File: src/rtl/tc_timer.sv
// tc_timer: memory-mapped countdown timer on the CPU data bus.
// A 16-byte register window holds CTRL, PRESET and COUNT. A small FSM
// reloads COUNT from PRESET, counts down to zero and raises an interrupt.
// It supports one-shot mode (level irq held by a pending flag) and
// auto-reload mode (a one-cycle irq pulse per period).
//
//   state | meaning
//   IDLE  | waiting for EN
//   LOAD  | copy PRESET into COUNT
//   CNT   | decrement COUNT until it expires
//   INT   | count expired; one-shot clears EN, auto-reload keeps it
module tc_timer #(
  parameter logic [31:0] BASE_ADDR = 32'h0000_7F00
) (
  input  logic        clk,
  input  logic        reset,
  input  logic [31:0] addr,
  input  logic [31:0] wdata,
  input  logic [3:0]  byteen,
  output logic        hit,
  output logic [31:0] rdata,
  output logic        irq
);

  typedef enum logic [1:0] {
    ST_IDLE = 2'd0,
    ST_LOAD = 2'd1,
    ST_CNT  = 2'd2,
    ST_INT  = 2'd3
  } state_t;

  state_t      state, state_nxt;
  logic        en, im;
  logic [1:0]  mode;
  logic [31:0] preset, count, count_nxt;
  logic        pending;
  logic        en_clr, pend_set;
  logic        we, we_ctrl, we_preset;
  logic        auto_reload;
  logic        unused_addr_bits;

  // The window is word-addressed; the byte offset bits do not matter.
  assign unused_addr_bits = ^addr[1:0];

  // Address decode and full-word write strobes.
  assign hit         = (addr[31:4] == BASE_ADDR[31:4]);
  assign we          = hit & (byteen == 4'b1111);
  assign we_ctrl     = we & (addr[3:2] == 2'd0);
  assign we_preset   = we & (addr[3:2] == 2'd1);
  assign auto_reload = (mode == 2'b01);

  // Combinational read mux; zero outside the window and at the reserved slot.
  always_comb begin
    rdata = 32'd0;
    if (hit) begin
      case (addr[3:2])
        2'd0:    rdata = {28'd0, im, mode, en};
        2'd1:    rdata = preset;
        2'd2:    rdata = count;
        default: rdata = 32'd0;
      endcase
    end
  end

  // Next-state and count update; one transition per clock.
  always_comb begin
    state_nxt = state;
    count_nxt = count;
    en_clr    = 1'b0;
    pend_set  = 1'b0;
    case (state)
      ST_IDLE: begin
        if (en) state_nxt = ST_LOAD;
      end
      ST_LOAD: begin
        count_nxt = preset;
        state_nxt = ST_CNT;
      end
      ST_CNT: begin
        if (!en) begin
          state_nxt = ST_IDLE;
        end else if (count > 32'd1) begin
          count_nxt = count - 32'd1;
        end else begin
          count_nxt = 32'd0;
          state_nxt = ST_INT;
          pend_set  = ~auto_reload;
        end
      end
      ST_INT: begin
        state_nxt = ST_IDLE;
        en_clr    = ~auto_reload;
      end
      default: state_nxt = ST_IDLE;
    endcase
  end

  // State, count and register-file updates; CPU writes take priority over the FSM.
  always_ff @(posedge clk) begin
    if (reset) begin
      state   <= ST_IDLE;
      count   <= 32'd0;
      en      <= 1'b0;
      mode    <= 2'b00;
      im      <= 1'b0;
      preset  <= 32'd0;
      pending <= 1'b0;
    end else begin
      state <= state_nxt;
      count <= count_nxt;
      if (we_ctrl) begin
        en   <= wdata[0];
        mode <= wdata[2:1];
        im   <= wdata[3];
      end else if (en_clr) begin
        en <= 1'b0;
      end
      if (we_preset) preset <= wdata;
      if (we_ctrl | we_preset) pending <= 1'b0;
      else if (pend_set)       pending <= 1'b1;
    end
  end

  // irq depends only on flops, so there is no combinational path from the bus.
  always_comb begin
    irq = im & (auto_reload ? (state == ST_INT) : pending);
  end

endmodule

File: config.mk
export PLATFORM = sky130hd
export DESIGN_NAME = tc_timer
export DESIGN_NICKNAME = d
export VERILOG_FILES = /design/src/rtl/tc_timer.sv
export SDC_FILE = /design/constraint.sdc
export NUM_CORES = 1
export LEC_CHECK = 0
export ABC_AREA = 1
export BUFFER_PORTS_ARGS = -buffer_cell sky130_fd_sc_hd__buf_4
export CAP_MARGIN = 20
export CORE_MARGIN = 3
export CORE_UTILIZATION = 40
export CTS_BUF_LIST = sky130_fd_sc_hd__clkbuf_8
export DETAILED_ROUTE_END_ITERATION = 8
export REMOVE_ABC_BUFFERS = 1
export SETUP_SLACK_MARGIN = 0.02
export SYNTH_ARGS = -nofsm -noshare
export SYNTH_HDL_FRONTEND = slang
export SYNTH_SLANG_ARGS = --single-unit
export TNS_END_PERCENT = 5
File: constraint.sdc
create_clock -name clk -period 2.4 [get_ports clk]
set_clock_uncertainty 0.15 [all_clocks]
set_input_delay 0.36 -clock clk [delete_from_list [all_inputs] [get_ports clk]]
set_output_delay 0.36 -clock clk [all_outputs]
set_load 0.005 [all_outputs]
**After elaboration in Yosys (flattened, before gate mapping)**

Index checks and enable logic that the tools add are counted.

- Bits in registers: 71
- Input port bits: 70
- Output and inout bits: 34
- Logic and storage cells: 49

- Add/subtract/negate cells: 1
- $lt $le $gt $ge: 1
- Eq/ne operators: 11
- Multiplexer cells: 16
- Bitwise gates (word level): 6
- Reductions and logical operators: 7

Operator list:

| operator | number |
|---|---|
| $mux W32 | 3 |
| $pmux W32 S3 | 1 |
| $pmux W32 S2 | 1 |
| $gt A32 B1 Y1 const B | 1 |
| $sub A32 B1 Y32 const B | 1 |
| $eq A28 B11 Y1 const B | 1 |
| $pmux W2 S4 | 1 |
| $mux W1 | 7 |
| $eq A2 B1 Y1 const B | 3 |
| $eq A2 B2 Y1 const B | 3 |
| $mux W2 | 3 |
| $and A1 B1 Y1 | 4 |
| $eq A4 B4 Y1 const B | 1 |
| $logic_not A2 Y1 | 2 |
| $ne A2 B2 Y1 const B | 2 |
| $reduce_and A2 Y1 | 2 |
| $reduce_bool A2 Y1 | 2 |
| $ne A3 B3 Y1 const B | 1 |
| $reduce_or A2 Y1 | 1 |
| $not A1 Y1 | 1 |
| $or A1 B1 Y1 | 1 |

**Logic depth before layout (Yosys ltp)**

- Word-level depth: 5
- Gate-level depth with buffers: 11
- Gate-level depth less buffers: 11

**Least setup slack after synthesis**

OpenSTA, ideal clock, no wires.

- Kind: register -> register
- Start point: reg count[0]
- End point: reg count[23]
- Library setup time: 0.066 ns
- Arrival time: 1.515 ns
- Data required time: 2.184 ns
- Slack: 0.669 ns
- Stages on the path, launching flop included: 11
- Buffers on the path: 1
- Period minus slack after synthesis: 1.731 ns
- Cells stage by stage: dfxtp_1 > inv_1 > ha_1 > nand2_4 > nor2_4 > nand2_4 > nand2_2 > a21boi_4 > buf_6 > nand3_2 > a21oi_2

- Word-level cells in the longest chain between the ends: 4
- Elaborated cells on any way between the ends: 5
- Classes of those cells: 1 x add/sub; 1 x order compare; 3 x mux

Ends and longest elaborated chain:

| element | line | text |
|---|---|---|
| start: declaration | 35 | `logic [31:0] preset, count, count_nxt;` |
| start signal: assignment | 110 | `count <= count_nxt;` |
| $sub A32 B1 Y32 / $gt A32 B1 Y1 (equally long branches) | 83, 82 |  |
| $mux W32 * | 82 | `end else if (count > 32'd1) begin` |
| $mux W32 * | 80 | `if (!en) begin` |
| $pmux W32 S2 * | 71 | `case (state)` |

Every way passes the cells marked *; elsewhere a longest branch is shown, timed or not. The select of a mux whose other input is x is not followed.
A chain may end at the register's enable or synchronous reset.

**Final worst setup path**

- Start point: reg count[1]
- End point: reg count[28]

The elaborated chain is that of the path after synthesis.

==> results.yml <==
clock_tree:
  root_buffer: "clkbuf_8"
  cts_resized: 0
  worstSkewPairLatency_ns: 0.35
  postCtsSetupRepairBufs: 0
  hold_buffers: 0
  clk_path_buf_depth: 2
  cts_tree: "yes"
  h-tree-depth: 3
  cts_buffers: 9
  cts.sinks: 71
  clk_pin_slew_worst_paths_ns: 0.08
setup_path:
  required_ns: 2.49
  slowest_stage: "dfxtp_1"
  cp_max_fo: 7
  crit_path_end_kind: "flip-flop"
  startpoint_type: "flip-flop"
  cp_cell_sequence: "inv_1, ha_1, nand2_4, nor2_4, nand2_4, nand2_2, nand2_1, nand2_2, nor2_1, nand2_1, a21oi_1"
  crit_family: "simple AND/OR/NAND/NOR gates"
  cpPeakStageDelay_ns: 0.32
  path_buf_inv: 1
  arrival_ns: 2.09
  path_class: "reg2reg"
sta:
  finalCriticalPeriod_ns: 2.01
  tightest_slew_ns: 0.545
  fmax_mhz: 498
  hold_violations: 0
  finalCritPeriodShare_pct: 83.6
  setup_violations: 0
  grt_setup_unrepaired: "no"
  maxSlewViolCount: 0
  fin_tns_setup_ns: 0
  relSlewSlack_pct: 63.6
power_and_ir_drop:
  ir_drop_uv: 310
  power_w: 0.00233
  p_leak_nw: 2.67
  cellPowerDensity_nw_per_um2: 400
outcome:
  status: "completed"
route:
  drt_drc_violations_left: 0
  vias: 5096
  routed_wl_um: 14300
  firstDrtPassIters: 5
  drtAntennaViolNets: 0
  drtIter0Drc: 312
  post_drt_wl_per_cell_um: 14.1
  vias_per_cell: 5.03
global_routing:
  grt_pass1_vias: 4974
  grt_max_degree: 70
  gr-total-overflow: 0
  grt.total_usage_pct: 22.4
  grt_pass1_wl_um: 23900
  grt_antenna_before_repair: 0
job:
  maxCapViolCount: 0
floorplanning:
  io_pins: 104
  fp-row-count: 38
  die_h_um: 114
  dieArea_um2: 13000
  coreArea_um2: 11100
  initial_utilization_pct: 42.0
  die_width_um: 114
finish:
  layout-drive-gt1-share_pct: 20.0
  final_area_um2: 5830
  synthToLayoutAreaGrowth_pct: 24.8
  ff_latch_area_um2: 1420
  stdcell_count: 1014
  nets: 942
  antennaDiodeCount: 0
  multi_input_area_um2: 2840
  nFillCells: 1217
synthesis:
  netlist_area_um2: 4670
  ys_seq_area_share_pct: 30.4
  synth_cell_type_count: 33
  synth-seq-cells: 71
  yosysWarnings: 0
  synth_cells: 778
  syn_area_per_cell_um2: 6.01
placed_design:
  dp_cells: 999
  post_dp_cell_area_um2: 5630
  portBuffers: 101
  place_hpwl_um: 10200
  gp_congestion: 0.887
worst_hold_path:
  min_path_type: "in2reg"
report_power, final:
group          total (W)       switching, W  internal, W
Combinational   0.000175          0.0000834    0.0000917
Clock           0.000982           0.000456     0.000526
Sequential       0.00118  0.000000000000164      0.00118
Total            0.00233           0.000539      0.00179
worst register-to-register path, delay by kind of cell, from the launching register on:
kind	cells	cell delay, ns
flip-flops	1	0.32
AND/OR/NAND/NOR	8	0.97
buffers and inverters	1	0.11
AO/OA/AOI/OAI	1	0.06
adder cells (fa/ha/maj)	1	0.30
per-stage QoR:
| stage | worst slack, ns | hold WS (ns) | utilization [%] |
|---|---|---|---|
| floorplan | -0.730 | 0.279 | - |
| global placement | 0.361 | 0.297 | 50.6 |
| detailed placement | 0.313 | 0.315 | 50.6 |
| CTS | 0.378 | 0.0287 | 52.4 |
| global route | 0.226 | 0.0334 | 52.4 |
| finish | 0.393 | 0.0399 | 52.4 |
flip-flops by register name (all words and copies together) (netlist names):
name and flops:
en 1, preset 32, mode 2, pending 1
state 2, im 1, count 32
worst paths after layout:
check | start | slack (ns) | cells after the start | end
max | count[1]$_SDFFE_PP0P_ | 0.39 | 11 | count[28]$_SDFFE_PP0P_
min | reset | 0.04 | 2 | state[1]$_SDFFE_PP0P_
max reg2reg | count[1]$_SDFFE_PP0P_ | 0.39 | 11 | count[28]$_SDFFE_PP0P_
min reg2reg | pending$_SDFFE_PP0P_ | 0.35 | 1 | pending$_SDFFE_PP0P_
layout by cell type, fill, tap and decap left out, types with 5 or more instances in the layout:
master,synthesis,routed
nand3_1,20,20
buf_4,0,112
nor3_1,39,39
nand3_2,10,10
nor2_2,7,8
o21ai_1,5,5
o21a_1,6,6
nor2_1,124,123
o21ai_0,66,66
inv_1,63,64
clkbuf_8,0,11
a21oi_1,49,49
dfxtp_1,71,71
a21oi_2,10,10
nand2_1,224,224
buf_12,0,5
xor2_1,9,9
inv_2,5,5
routing by layer:
| layer | wire, um | part of all wire, % | global-route usage, % | vias to the layer above |
|---|---|---|---|---|
| li1 | - | - | - | 2668 |
| met5 | 0 | 0 | 0 | - |
| met2 | 6410 | 45 | 36.5 | 156 |
| met1 | 6830 | 48 | 30.8 | 2255 |
| met3 | 874 | 6.1 | 3.86 | 17 |
| met4 | 166 | 1.2 | 5.78 | 0 |
cell type report:
cell class                      count  area share, %
Clock inverter                      4          0.794
Clock buffer                       11           2.60
Multi-Input combinational cell    603           48.7
Inverter                           68           4.38
Sequential cell                    71           24.4
Timing Repair Buffer              117           16.1
Tap cell                          140           3.00
cell usage after synthesis:
master      n  area (um2)
nand2_1   224         841
nor2_1    124         465
dfxtp_1    71        1420
o21ai_0    66         330
inv_1      63         236
a21oi_1    49         245
nor3_1     39         195
clkbuf_1   27         101
nand3_1    20         100
a21oi_2    10        87.6
nand3_2    10         100
xor2_1      9        78.8
buf_2       7        35.0
nor2_2      7        43.8
o21a_1      6        45.0
inv_2       5        18.8
o21ai_1     5        25.0
nand2_2     4        25.0
o21bai_1    4        30.0
xnor2_1     4        35.0
a31oi_1     3        18.8
nand4_1     3        18.8
buf_6       2        22.5
ha_1        2        25.0
nand2_4     2        22.5
nand3b_1    2        15.0
nor2_4      2        22.5
or2_1       2        12.5
or2_2       2        12.5
a21boi_4    1        18.8
a221oi_1    1        8.76
and2_1      1        6.26
nor3b_1     1        7.51
cells by family after synthesis:
| logic type | share of synthesized area [%] |
|---|---|
| simple gates | 40.4 |
| compound gates | 17.3 |
| buf+inv | 8.86 |
| flops | 30.4 |
| xor+xnor | 2.44 |
| fa+ha+maj | 0.536 |
Note: power is estimated with default switching activity, not from simulation.
